`src/rtl/text_writer.sv`:
```
// -----------------------------------------------------------------------------
// text_writer
//
// Character-stream front end for a text-mode video RAM. Bytes arriving on a
// valid/ready handshake are either written at the cursor or interpreted as
// control codes: CR (0x0D), LF (0x0A), BS (0x08), FF (0x0C). The screen is
// ROWS rows of 32 cells; cell (col,row) lives at address row*32+col.
//
// Overflow past the last row depends on the build macro TEXT_WRITER_SCROLL_EN:
//   defined   : the screen scrolls up one row (read/write copy, then the last
//               row is blanked) and the cursor stays on the last row.
//   undefined : the cursor wraps to row 0 and only row 0 is blanked; the copy
//               states do not exist in this build.
//
// Reset (asynchronous, active-high) parks the block in the full-screen clear,
// which runs to completion after release before any byte is accepted.
//
// Ports
//   clk_sys     in   1   clock, rising edge
//   rst         in   1   asynchronous active-high reset
//   in_data     in   8   character or control code
//   in_valid    in   1   in_data is valid
//   in_ready    out  1   byte accepted this cycle when in_valid is high
//   v_ram_a     out  11  video RAM address
//   v_ram_do    out  8   video RAM write data
//   v_ram_we    out  1   video RAM write enable
//   v_ram_di    in   8   video RAM read data (one cycle after v_ram_a)
//   cursor_col  out  5   cursor column
//   cursor_row  out  6   cursor row
//   busy        out  1   high whenever the block is not idle
// -----------------------------------------------------------------------------
module text_writer #(
    parameter int unsigned ROWS  = 16,
    parameter logic [7:0]  BLANK = 8'h20
) (
    input  logic        clk_sys,
    input  logic        rst,
    input  logic [7:0]  in_data,
    input  logic        in_valid,
    output logic        in_ready,
    output logic [10:0] v_ram_a,
    output logic [7:0]  v_ram_do,
    output logic        v_ram_we,
    input  logic [7:0]  v_ram_di,
    output logic [4:0]  cursor_col,
    output logic [5:0]  cursor_row,
    output logic        busy
);

    localparam logic [7:0]  CODE_BS     = 8'h08;
    localparam logic [7:0]  CODE_LF     = 8'h0A;
    localparam logic [7:0]  CODE_FF     = 8'h0C;
    localparam logic [7:0]  CODE_CR     = 8'h0D;
    localparam logic [10:0] SCREEN_LAST = 11'(32 * ROWS - 1);
    localparam logic [5:0]  LAST_ROW    = 6'(ROWS - 1);

`ifdef TEXT_WRITER_SCROLL_EN
    typedef enum logic [2:0] {
        ST_IDLE     = 3'd0,
        ST_PUT      = 3'd1,
        ST_SC_RD    = 3'd2,
        ST_SC_WR    = 3'd3,
        ST_CLR_LINE = 3'd4,
        ST_CLR_ALL  = 3'd5
    } state_t;

    // Last destination address of the row copy; the copy index then runs
    // straight on into the last-row clear.
    localparam int          COPY_CELLS = 32 * (int'(ROWS) - 1);
    localparam logic [10:0] COPY_LAST  = 11'(COPY_CELLS - 1);
    // A one-row screen has nothing to copy, so it goes straight to the clear.
    localparam state_t      OVF_STATE  = (ROWS > 1) ? ST_SC_RD : ST_CLR_LINE;
    localparam logic [5:0]  OVF_ROW    = LAST_ROW;
`else
    typedef enum logic [2:0] {
        ST_IDLE     = 3'd0,
        ST_PUT      = 3'd1,
        ST_CLR_LINE = 3'd4,
        ST_CLR_ALL  = 3'd5
    } state_t;

    localparam state_t      OVF_STATE  = ST_CLR_LINE;
    localparam logic [5:0]  OVF_ROW    = 6'd0;

    // Read data is only needed by the scroll copy.
    logic unused_di_s;
    assign unused_di_s = ^v_ram_di;
`endif

    // Linear cell address: row in the upper bits, column in the lower five.
    function automatic logic [10:0] cell_addr(input logic [4:0] col, input logic [5:0] row);
        return {row, col};
    endfunction

    state_t      state_r,  state_nx_s;
    logic [10:0] idx_r,    idx_nx_s;
    logic [4:0]  col_r,    col_nx_s;
    logic [5:0]  row_r,    row_nx_s;
    logic [7:0]  char_r,   char_nx_s;
    logic        adv_r,    adv_nx_s;
    // Low during reset and for the first edge after it, so the clear at
    // index 0 reaches the registered outputs before the index moves on.
    logic        active_r;

    logic [10:0] a_r,      a_nx_s;
    logic [7:0]  do_r,     do_nx_s;
    logic        we_r,     we_nx_s;
    logic        ready_r,  ready_nx_s;
    logic        busy_r,   busy_nx_s;
`ifdef TEXT_WRITER_SCROLL_EN
    logic        sc_wr_r,  sc_wr_nx_s;
`endif

    // Next-state, index and cursor logic
    always_comb begin
        state_nx_s = state_r;
        idx_nx_s   = idx_r;
        col_nx_s   = col_r;
        row_nx_s   = row_r;
        char_nx_s  = char_r;
        adv_nx_s   = adv_r;
        if (!active_r) begin
            state_nx_s = state_r;
        end else begin
            case (state_r)
                ST_IDLE: begin
                    if (in_valid && ready_r) begin
                        case (in_data)
                            CODE_CR: begin
                                col_nx_s = 5'd0;
                            end
                            CODE_LF: begin
                                if (row_r == LAST_ROW) begin
                                    state_nx_s = OVF_STATE;
                                    idx_nx_s   = 11'd0;
                                    row_nx_s   = OVF_ROW;
                                end else begin
                                    row_nx_s = row_r + 6'd1;
                                end
                            end
                            CODE_BS: begin
                                // Step back first; PUT then blanks the new cell
                                // without advancing again.
                                if (col_r != 5'd0) begin
                                    col_nx_s   = col_r - 5'd1;
                                    char_nx_s  = BLANK;
                                    adv_nx_s   = 1'b0;
                                    state_nx_s = ST_PUT;
                                end else begin
                                    col_nx_s = col_r;
                                end
                            end
                            CODE_FF: begin
                                col_nx_s   = 5'd0;
                                row_nx_s   = 6'd0;
                                idx_nx_s   = 11'd0;
                                state_nx_s = ST_CLR_ALL;
                            end
                            default: begin
                                char_nx_s  = in_data;
                                adv_nx_s   = 1'b1;
                                state_nx_s = ST_PUT;
                            end
                        endcase
                    end else begin
                        state_nx_s = ST_IDLE;
                    end
                end
                ST_PUT: begin
                    state_nx_s = ST_IDLE;
                    if (adv_r) begin
                        if (col_r == 5'd31) begin
                            col_nx_s = 5'd0;
                            if (row_r == LAST_ROW) begin
                                state_nx_s = OVF_STATE;
                                idx_nx_s   = 11'd0;
                                row_nx_s   = OVF_ROW;
                            end else begin
                                row_nx_s = row_r + 6'd1;
                            end
                        end else begin
                            col_nx_s = col_r + 5'd1;
                        end
                    end else begin
                        col_nx_s = col_r;
                    end
                end
`ifdef TEXT_WRITER_SCROLL_EN
                ST_SC_RD: begin
                    state_nx_s = ST_SC_WR;
                end
                ST_SC_WR: begin
                    idx_nx_s = idx_r + 11'd1;
                    if (idx_r == COPY_LAST) begin
                        state_nx_s = ST_CLR_LINE;
                    end else begin
                        state_nx_s = ST_SC_RD;
                    end
                end
`endif
                ST_CLR_LINE: begin
                    // idx holds absolute addresses; the row ends at column 31.
                    if (idx_r[4:0] == 5'd31) begin
                        idx_nx_s   = 11'd0;
                        state_nx_s = ST_IDLE;
                    end else begin
                        idx_nx_s = idx_r + 11'd1;
                    end
                end
                ST_CLR_ALL: begin
                    if (idx_r == SCREEN_LAST) begin
                        idx_nx_s   = 11'd0;
                        state_nx_s = ST_IDLE;
                    end else begin
                        idx_nx_s = idx_r + 11'd1;
                    end
                end
                default: begin
                    // Unreachable encodings recover through a full clear.
                    col_nx_s   = 5'd0;
                    row_nx_s   = 6'd0;
                    idx_nx_s   = 11'd0;
                    state_nx_s = ST_CLR_ALL;
                end
            endcase
        end
    end

    // RAM port values for the state being entered, registered alongside it
    always_comb begin
        a_nx_s     = 11'd0;
        do_nx_s    = BLANK;
        we_nx_s    = 1'b0;
`ifdef TEXT_WRITER_SCROLL_EN
        sc_wr_nx_s = 1'b0;
`endif
        case (state_nx_s)
            ST_IDLE: begin
                we_nx_s = 1'b0;
            end
            ST_PUT: begin
                a_nx_s  = cell_addr(col_nx_s, row_nx_s);
                do_nx_s = char_nx_s;
                we_nx_s = 1'b1;
            end
`ifdef TEXT_WRITER_SCROLL_EN
            ST_SC_RD: begin
                a_nx_s = idx_nx_s + 11'd32;
            end
            ST_SC_WR: begin
                a_nx_s     = idx_nx_s;
                we_nx_s    = 1'b1;
                sc_wr_nx_s = 1'b1;
            end
`endif
            ST_CLR_LINE, ST_CLR_ALL: begin
                a_nx_s  = idx_nx_s;
                we_nx_s = 1'b1;
            end
            default: begin
                we_nx_s = 1'b0;
            end
        endcase
        ready_nx_s = (state_nx_s == ST_IDLE);
        busy_nx_s  = (state_nx_s != ST_IDLE);
    end

    // State, cursor and output registers
    always_ff @(posedge clk_sys or posedge rst) begin
        if (rst) begin
            state_r  <= ST_CLR_ALL;
            idx_r    <= 11'd0;
            col_r    <= 5'd0;
            row_r    <= 6'd0;
            char_r   <= BLANK;
            adv_r    <= 1'b0;
            active_r <= 1'b0;
            a_r      <= 11'd0;
            do_r     <= BLANK;
            we_r     <= 1'b0;
            ready_r  <= 1'b0;
            busy_r   <= 1'b1;
`ifdef TEXT_WRITER_SCROLL_EN
            sc_wr_r  <= 1'b0;
`endif
        end else begin
            state_r  <= state_nx_s;
            idx_r    <= idx_nx_s;
            col_r    <= col_nx_s;
            row_r    <= row_nx_s;
            char_r   <= char_nx_s;
            adv_r    <= adv_nx_s;
            active_r <= 1'b1;
            a_r      <= a_nx_s;
            do_r     <= do_nx_s;
            we_r     <= we_nx_s;
            ready_r  <= ready_nx_s;
            busy_r   <= busy_nx_s;
`ifdef TEXT_WRITER_SCROLL_EN
            sc_wr_r  <= sc_wr_nx_s;
`endif
        end
    end

    assign in_ready   = ready_r;
    assign busy       = busy_r;
    assign v_ram_a    = a_r;
    assign v_ram_we   = we_r;
    assign cursor_col = col_r;
    assign cursor_row = row_r;
`ifdef TEXT_WRITER_SCROLL_EN
    // The copy write forwards the word read in the preceding SC_RD cycle.
    assign v_ram_do   = sc_wr_r ? v_ram_di : do_r;
`else
    assign v_ram_do   = do_r;
`endif

endmodule

```
`config.mk`:
```
export PLATFORM = sky130hd
export DESIGN_NAME = text_writer
export DESIGN_NICKNAME = d
export VERILOG_FILES = /design/src/rtl/text_writer.sv
export SDC_FILE = /design/constraint.sdc
export NUM_CORES = 1
export LEC_CHECK = 0
export BUFFER_PORTS_ARGS = -buffer_cell sky130_fd_sc_hd__buf_2
export CAP_MARGIN = 20
export CORE_MARGIN = 3
export CORE_UTILIZATION = 55
export DETAILED_ROUTE_END_ITERATION = 10
export PLACE_DENSITY = 0.82
export SYNTH_ARGS = -nofsm -noshare
export SYNTH_HDL_FRONTEND = slang
export SYNTH_SLANG_ARGS = --single-unit
```
`constraint.sdc`:
```
create_clock -name clk_sys -period 4.51 [get_ports clk_sys]
set_input_delay 0.902 -clock clk_sys [delete_from_list [all_inputs] [get_ports clk_sys]]
set_output_delay 0.902 -clock clk_sys [all_outputs]
set_load 0.1 [all_outputs]
```
==> metrics.md, run 1 <==
| Metric | Value |
|---|---|
| Gr ovfl total | 0 |
| DP Wirelength | 5.05 mm |
| Number of global-route vias before repair | 2,487 |
| Layout cell share with drive strength beyond 1 | 26.7% |
| Die area | 6760 um2 |
| EDFF count, synth | 0 |
| Worst slew pin tran | 693 ps |
| Critical Path Start Type | flop |
| Arrival time at the worst endpoint | 2910 ps |
| PD cells | 671 nW/um2 |
| Hold slack | 501 ps |
| Length of the first detailed-routing pass in iterations | 4 |
| Synthesized flop and latch total | 57 |
| N_diodes | 0 |
| Routed Antenna Nets | 0 |
| Cell area after synthesis | 3200 um2 |
| CTS Hold Bufs | 0 |
| Clock-pin slew on the worst setup and hold paths | 60 ps |
| Clock Power Share | 18.7% |
| Crit path largest cell delay | 740 ps |
| Peak VDD IR | 0.577 mV |
| Post-Syn Nets | 330 |
| Drt wl/cell | 17.4 um |
| FP Rows | 27 |
| CP top delay family | simple AND/OR/NAND/NOR gates |
| Initial DRC count | 160 |
| Post-Syn Instances | 305 |
| CTS buffer count | 9 |
| Unique cell type count in the Yosys netlist | 73 |
| Final nets | 372 |
| Sequential share of power | 33.8% |
| Remaining DRCs | 0 |
| Rel. slew slack | 53.8% |
| Initial Utilization | 57.3% |
| Crit-path cells | nor4b_2, and2b_1, a221oi_1, a21boi_2, nor2_4, a22o_1 |
| DRT Wirelength | 7.39 mm |
| Clock Path Buffers | 2 |
| Final setup margin | 1880 ps |
| Final-report hold violation count | 0 |
| Setup TNS | 0 ps |
| Crit end category | flop |
| CTS tree | built |
| Io pins | 52 |
| Max-cap viol count | 0 |
| Warnings from Yosys | 0 |
| Compound-Gate Fraction of Synth Area | 20.6% |
| Clock root buffer | clkbuf_8 |
| Worst Skew | 5.27 ps |
| Number of buffers added on ports | 43 |
| Main combinational cell family by area after synthesis | simple AND/OR/NAND/NOR gates |
| Vias/cell | 6.20 |
| Combinational share of power | 47.5% |
| Mux share of post-synthesis cell area | 2.00% |
| Clock Latency Late Sink | 350 ps |
| Cell-internal power | 1.24 mW |
| Post-Place Setup Slack | 1670 ps |
| Switch share | 48.9% |
| Max Slew Vio Count | 0 |
| Crit path required time | 4790 ps |
| Crit-path max FO | 18 |
| Placer Congestion | 0.902 |
| Post-CTS Resized | 0 |
| Slowest CP cell | dfrtp_1 |
| Final core occ | 65.1% |
| Bufs and invs on worst path | 0 |
| Setup CP Type | flop to flop |
| Syn Area/Cell | 10.5 um2 |
| Post-synthesis simple-gate area fraction | 25.9% |
| Pwr Total | 2.43 mW |
| Synthesis-to-layout area growth | 13.5% |
| DR vias | 2,628 |
| Final setup vio count | 0 |
| Fmax | 380 MHz |
| RSZ-0062 raised after global routing | no |
| Setup bufs post-CTS | 0 |
| Fin crit share | 58.4% |
| Largest net degree at the start of global routing | 58 |
| Die Width | 82.2 um |
| Htree depth | 3 |
| Num Clock Sinks | 57 |
| Psw | 1.19 mW |
| Antenna violations before repair | 0 |
| Seq/Total Area, Yosys | 44.8% |
| Synth Area in XOR/XNOR | 0.274% |
| Cell leakage power | 1.67 nW |
| FILL cells | 464 |
| Main flop type after synthesis | dfrtp_1 |
| Overall Global Routing Usage | 24.7% |
| Adder-Cell Fraction of Synth Area | 2.35% |
| HP Class | flop to flop |
| Die Span Y | 82.2 um |
| Period minus WS final | 2630 ps |
| Area of the core | 5570 um2 |
| First-pass GRT wire length | 12.4 mm |
| Asr flop ratio synth | 100% |
| Status | finished clean |
-- layout by cell type, fill, tap and decap left out, types with 4 or more instances in the layout --
cell type	instances
a21o_1	4
a21oi_1	10
a22o_1	21
a31oi_1	4
and2_1	8
and3_1	4
buf_2	43
clkbuf_8	13
dfrtp_1	52
dfstp_2	5
ha_1	6
inv_1	12
nand2_1	17
nand2b_1	8
nand3_1	16
nand4_1	10
nor2_1	20
nor2b_1	4
nor3_1	9
o21a_1	4
o21ai_0	5
o2bb2ai_1	7
-- metrics by stage --
step / area (um2) / cells
finish: 3630 / 424
global route: 3630 / 424
CTS: 3630 / 424
detailed placement: 3430 / 408
global placement: 3430 / 408
floorplan: 3200 / 305
-- registers in the layout (all words and copies together) (netlist names) --
name        flops
idx_r          11
v_ram_a        11
char_r          8
v_ram_do        8
cursor_row      6
cursor_col      5
state_r         3
active_r        1
adv_r           1
busy            1
in_ready        1
v_ram_we        1
-- final cells by class --
type	count	area, um2	area share (%)
clock buffer	15	186	5.14
clock inverter	1	7.51	0.207
inverter	13	48.8	1.35
multi-input combinational	222	1640	45.2
sequential	57	1430	39.5
tap	72	90.1	2.48
timing repair buffer	44	223	6.14
-- worst register-to-register path, cell delays in order (launching register included) --
cell and delay (ps):
dfrtp_1 740, nor4b_2 490, and2b_1 340, a221oi_1 200, a21boi_2 210, nor2_4 360, a22o_1 230
-- routing by layer --
layer | global-route usage (%) | vias up | share of wire [%]
met3 | 4.88 | 22 | 7.1
met4 | 14.6 | 0 | 3.4
met2 | 36.5 | 114 | 45
met5 | 0 | - | 0
met1 | 33.6 | 1261 | 44
li1 | - | 1231 | -
-- power by group through the flow --
stage	Clock [mW]	Combinational, mW	Sequential [mW]
2_1_floorplan	0	0.506	1.28
3_3_place_gp	0	1.14	0.821
3_5_place_dp	0	1.15	0.824
4_1_cts	0.467	1.16	0.820
5_1_grt	0.488	1.23	0.846
6_report	0.456	1.16	0.823
-- cell usage after synthesis (5+ instances only) --
| cell | n | share of area (%) |
|---|---|---|
| nor3_1 | 9 | 1.4 |
| nor2_1 | 20 | 2.3 |
| o2bb2ai_1 | 7 | 1.9 |
| o21ai_0 | 5 | 0.78 |
| dfrtp_1 | 52 | 41 |
| nand4_1 | 10 | 2.0 |
| a22o_1 | 21 | 5.8 |
| a21oi_1 | 10 | 1.6 |
| and2_1 | 8 | 1.6 |
| dfstp_2 | 5 | 4.1 |
| nand3_1 | 16 | 2.5 |
| nand2_1 | 17 | 2.0 |
| buf_2 | 7 | 1.1 |
| inv_1 | 13 | 1.5 |
| nand2b_1 | 8 | 1.6 |
| ha_1 | 6 | 2.3 |
-- cell families after synthesis --
kind of cell	after synthesis
adders and majority gates	6
DFF	57
xor gates and xnor gates	1
other	1
muxes	6
buffers and inverters	26
and+or+nand+nor	129
AOI/OAI and AO/OA	79
-- worst paths after layout --
path	startpoint	endpoint	slack, ps	depth (start not counted)
setup / recovery	active_r	v_ram_a[3]	1880	6
hold / removal	char_r[7]	char_r[7]	500	1
setup reg to reg	active_r	v_ram_a[3]	1880	6
hold reg to reg	char_r[7]	char_r[7]	500	1
max in group asynchronous	rst	in_ready	3300	3
min in group asynchronous	rst	char_r[2]	750	3
Note: power is estimated with default switching activity, not from simulation.
==> inputs of run 2 (changes only) <==
--- a/config.mk
+++ b/config.mk
@@ -8,9 +8,9 @@
 export BUFFER_PORTS_ARGS = -buffer_cell sky130_fd_sc_hd__buf_2
 export CAP_MARGIN = 20
 export CORE_MARGIN = 3
-export CORE_UTILIZATION = 55
+export CORE_UTILIZATION = 51
 export DETAILED_ROUTE_END_ITERATION = 10
-export PLACE_DENSITY = 0.82
+export PLACE_DENSITY = 0.8
 export SYNTH_ARGS = -nofsm -noshare
 export SYNTH_HDL_FRONTEND = slang
 export SYNTH_SLANG_ARGS = --single-unit
==> constraint.sdc (replaced) <==
create_clock -name clk_sys -period 2.13 [get_ports clk_sys]
set_input_delay 0.426 -clock clk_sys [delete_from_list [all_inputs] [get_ports clk_sys]]
set_output_delay 0.426 -clock clk_sys [all_outputs]
set_load 0.1 [all_outputs]
==> metrics.md, run 2 (synthesized netlist as in run 1, its figures left out) <==
| Metric | Value |
|---|---|
| Cell leakage power | 2.20 nW |
| Fin crit share | 104% |
| FP Rows | 28 |
| Max Slew Vio Count | 0 |
| Crit path required time | 2370 ps |
| Die Span Y | 85.2 um |
| FILL cells | 336 |
| Setup CP Type | flop to flop |
| Crit-path max FO | 3 |
| Most frequent cells in the layout | 80 x buf_4, 43 x buf_2, 40 x dfrtp_1 |
| Status | complete, but fails checks |
| Gr ovfl total | 0 |
| CTS tree | built |
| Final setup vio count | 17 |
| Number of buffers added on ports | 43 |
| Combinational share of power | 54.2% |
| Period minus WS final | 2210 ps |
| Layout cell share with drive strength beyond 1 | 51.8% |
| Final nets | 468 |
| Final-report hold violation count | 0 |
| Area of the core | 5990 um2 |
| Commonest non-fill, non-tap cell in the layout | buf_4 |
| Overall Global Routing Usage | 29.8% |
| Critical Path Start Type | flop |
| RR Endpoint | v_ram_a[4] |
| Number of global-route vias before repair | 3,401 |
| Failing checks | setup timing |
| DP Wirelength | 6.46 mm |
| DRT Wirelength | 10.8 mm |
| Clock Latency Late Sink | 350 ps |
| Met3 Use GR | 7.28% |
| Clock Path Buffers | 2 |
| Launch point of the critical path | cursor_col[1] |
| Clock root buffer | clkbuf_8 |
| Antenna violations before repair | 0 |
| CTS buffer count | 9 |
| Die Width | 85.2 um |
| Clock-pin slew on the worst setup and hold paths | 70 ps |
| PD cells | 1350 nW/um2 |
| Non-Filler Instances | 523 |
| Arrival time at the worst endpoint | 2450 ps |
| Crit end category | flop |
| Clock Power Share | 19.3% |
| Reg2reg setup slack | -80 ps |
| HP Class | primary input to async pin |
| GRT busiest layer | met2 |
| Drt wl/cell | 20.6 um |
| First-pass GRT wire length | 16.8 mm |
| Dpl cell area | 4030 um2 |
| Io pins | 52 |
| Placer Congestion | 0.984 |
| Max-cap viol count | 0 |
| Met2 Use GR | 48.0% |
| Largest net degree at the start of global routing | 39 |
| Peak VDD IR | 1.09 mV |
| RSZ-0062 raised after global routing | yes |
| Post-Place Setup Slack | -192 ps |
| Switch share | 45.7% |
| Sequential share of power | 26.5% |
| Remaining DRCs | 0 |
| Num Clock Sinks | 57 |
| Htree depth | 3 |
| DR vias | 3,342 |
| Length of the first detailed-routing pass in iterations | 7 |
| Initial Utilization | 53.3% |
| Vias/cell | 6.39 |
| Reg2Reg Depth | 11 |
| Cell-internal power | 3.46 mW |
| Initial DRC count | 308 |
| Final setup margin | -79.4 ps |
| Final std cell area, no fill | 4720 um2 |
| Die area | 7250 um2 |
| Psw | 2.91 mW |
| Worst Skew | 7.67 ps |
| GR Layer Usage met1 | 37.8% |
| Routed Antenna Nets | 0 |
| Placed Cells incl. Taps | 479 |
| Fmax | 453 MHz |
| Reg2reg start | cursor_col[1] |
| Synthesis-to-layout area growth | 47.6% |
| N_diodes | 0 |
run 2: cell type report:
type	count	area, um2	area share [%]
clock buffer	11	131	2.79
sequential	57	1450	30.7
multi-input combinational	224	1870	39.7
inverter	13	48.8	1.03
clock inverter	5	104	2.20
tap	75	93.8	1.99
timing repair buffer	138	1020	21.6
run 2: worst max-delay path: stages (launching register included):
cell      delay (ps)
dfrtp_2          440
inv_2            100
ha_4             130
nor4b_4          220
nand2_2          110
a221oi_2         230
buf_4            170
a21boi_4         210
buf_12           140
nor2_4            40
buf_6            120
a22o_1           190
run 2: power by group through the flow:
stage / clock network (mW) / registers, mW / logic [mW]
after floorplan: 0 / 2.73 / 1.08
after global placement: 0 / 1.66 / 2.88
after detailed placement: 0 / 1.67 / 2.94
after CTS: 1.23 / 1.66 / 3.26
after global routing: 1.29 / 1.73 / 3.62
final: 1.23 / 1.69 / 3.46
run 2: metal layers:
metal  vias to the layer above  share of wire [%]  wire length, um
li1                       1429                  -                -
met1                      1606                 39             4210
met2                       238                 48             5180
met3                        69                8.3              888
met4                         0                4.5              486
met5                         -                  0                0
run 2: through the flow:
| stage | total power, mW | TNS [ps] | util (%) | hold slack [ps] |
|---|---|---|---|---|
| final | 6.38 | -700 | 78.7 | 73.6 |
| after global routing | 6.64 | -2420 | 78.7 | 102 |
| after CTS | 6.16 | -22.6 | 76.7 | 75.9 |
| after detailed placement | 4.60 | -1780 | 67.3 | 451 |
| after global placement | 4.54 | -1210 | 67.3 | 451 |
| after floorplan | 3.80 | -3440 | - | 458 |
run 2: worst max-delay path by stage:
stage | slack [ps] | to | cells after the start
floorplan | -240 | v_ram_a[8] | 8
detailed placement | -190 | v_ram_a[2] | 7
finish | -80 | v_ram_a[4] | 11
global route | -190 | v_ram_a[4] | 11
CTS | -20 | v_ram_a[4] | 11
global placement | -150 | v_ram_a[0] | 7
run 2: timing repair:
action | in CTS | in global routing
endpoints found under the hold margin | 0 | 0
hold buffers | 0 | 0
endpoints found under the setup margin | 20 | 25
setup buffers | 23 | 3
gates cloned | 2 | 0
resized for setup | 23 | 23
pin swaps | 19 | 16
==> inputs of run 3 (changes only) <==
--- a/config.mk
+++ b/config.mk
@@ -5,7 +5,7 @@
 export SDC_FILE = /design/constraint.sdc
 export NUM_CORES = 1
 export LEC_CHECK = 0
-export BUFFER_PORTS_ARGS = -buffer_cell sky130_fd_sc_hd__buf_2
+export BUFFER_PORTS_ARGS = -buffer_cell sky130_fd_sc_hd__buf_4
 export CAP_MARGIN = 20
 export CORE_MARGIN = 3
 export CORE_UTILIZATION = 51
==> metrics.md, run 3 (synthesized netlist as in run 1, its figures left out) <==
| Metric | Value |
|---|---|
| Crit path required time | 2380 ps |
| Drt wl/cell | 19.4 um |
| Initial Utilization | 53.3% |
| Length of the first detailed-routing pass in iterations | 5 |
| Max-cap viol count | 0 |
| Number of buffers added on ports | 43 |
| Io pins | 52 |
| DRT Wirelength | 9.87 mm |
| Reg2reg setup slack | -90 ps |
| Routed Antenna Nets | 0 |
| FP Rows | 28 |
| Area of the core | 5990 um2 |
| Most frequent cells in the layout | 121 x buf_4, 40 x dfrtp_1, 21 x a22o_1 |
| Cell leakage power | 2.13 nW |
| PD cells | 1330 nW/um2 |
| First-pass GRT wire length | 15.9 mm |
| Critical Path Start Type | flop |
| Overall Global Routing Usage | 28.7% |
| Crit-path max FO | 7 |
| Fmax | 450 MHz |
| Status | complete, but fails checks |
| Largest net degree at the start of global routing | 37 |
| CTS tree | built |
| Arrival time at the worst endpoint | 2470 ps |
| Final nets | 453 |
| Worst Skew | 9.67 ps |
| Fin crit share | 104% |
| Clock Path Buffers | 2 |
| Peak VDD IR | 1.09 mV |
| Synthesis-to-layout area growth | 44.2% |
| Initial DRC count | 280 |
| Period minus WS final | 2220 ps |
| Die area | 7250 um2 |
| Antenna violations before repair | 0 |
| HP Class | primary input to async pin |
| Layout cell share with drive strength beyond 1 | 49.7% |
| Die Span Y | 85.2 um |
| N_diodes | 0 |
| Die Width | 85.2 um |
| DP Wirelength | 6.59 mm |
| RSZ-0062 raised after global routing | yes |
| Commonest non-fill, non-tap cell in the layout | buf_4 |
| Max Slew Vio Count | 0 |
| Final-report hold violation count | 0 |
| Failing checks | setup timing |
| Gr ovfl total | 0 |
| Clock root buffer | clkbuf_8 |
| Htree depth | 3 |
| DR vias | 3,123 |
| Remaining DRCs | 0 |
| Final setup vio count | 18 |
| Clock-pin slew on the worst setup and hold paths | 70 ps |
| Num Clock Sinks | 57 |
| Setup CP Type | flop to flop |
| Clock Latency Late Sink | 350 ps |
| CTS Hold Bufs | 0 |
| Vias/cell | 6.15 |
| Pwr Total | 6.11 mW |
| CTS buffer count | 9 |
| Final setup margin | -93.6 ps |
| Post-Place Setup Slack | -223 ps |
| Placer Congestion | 0.925 |
| Crit end category | flop |
| Number of global-route vias before repair | 3,125 |
## run 3: cell count changes in the layout (fill, tap and decap cells not counted), moves of 2 or more
cell    previous run  this run
buf_2             43         0
buf_4             80       121
buf_6             11         1
and2_1             7         4
and2_4             1         4
buf_12             4         2
nor2_4             3         1
## run 3: report_power, final
part / switching [mW] / internal (mW) / total, mW
combinational: 2.09 / 1.18 / 3.27
clock: 0.464 / 0.688 / 1.15
sequential: 0.257 / 1.43 / 1.69
## run 3: cell type report
cell class	count	area, um2
Inverter	13	48.8
Sequential cell	57	1450
Tap cell	75	93.8
Clock buffer	11	141
Timing Repair Buffer	125	985
Multi-Input combinational cell	222	1810
Clock inverter	5	78.8
Fill cell	385	1380
## run 3: worst paths after layout
kind,from,end,depth (start not counted)
setup reg to reg,cursor_col[1],v_ram_a[9],10
setup / recovery,cursor_col[1],v_ram_a[9],10
hold reg to reg,char_r[6],char_r[6],1
hold / removal,rst,adv_r,2
min in group clk_sys,in_data[4],char_r[4],3
max in group asynchronous,rst,state_r[2],3
## run 3: through the flow
step                      area, um2  cells  hold WS, ps  TNS [ps]  utilization (%)
after floorplan                3270    305          458     -3440                -
after global placement         4170    483          468     -1350             69.6
after detailed placement       4170    483          483     -1830             69.6
after CTS                      4530    506          112      -405             75.6
after global routing           4610    508          151     -1780             76.9
final                          4610    508         99.6      -752             76.9
## run 3: worst max-delay path, stage by stage (launching register included)
cell and delay [ps]:
dfrtp_2 410, inv_2 80, ha_4 140, nor4b_4 250, nand2_2 120, a221oi_2 270, buf_4 170, a21boi_4 210
nor2_4 90, buf_12 150, a32o_2 230
## run 3: metal layers
layer  GRT usage (%)  vias to the layer above  part of all wire (%)
li1                -                     1405                     -
met1            37.3                     1537                    39
met2            45.6                      153                    50
met3            7.09                       28                   7.5
met4            12.8                        0                   3.3
met5               0                        -                     0
## run 3: timing repair
| action | in CTS | in global routing |
|---|---|---|
| pin swaps | 7 | 6 |
| endpoints found under the setup margin | 21 | 25 |
| cloned | 1 | 0 |
| setup buffers | 6 | 2 |
| resized for setup | 13 | 16 |
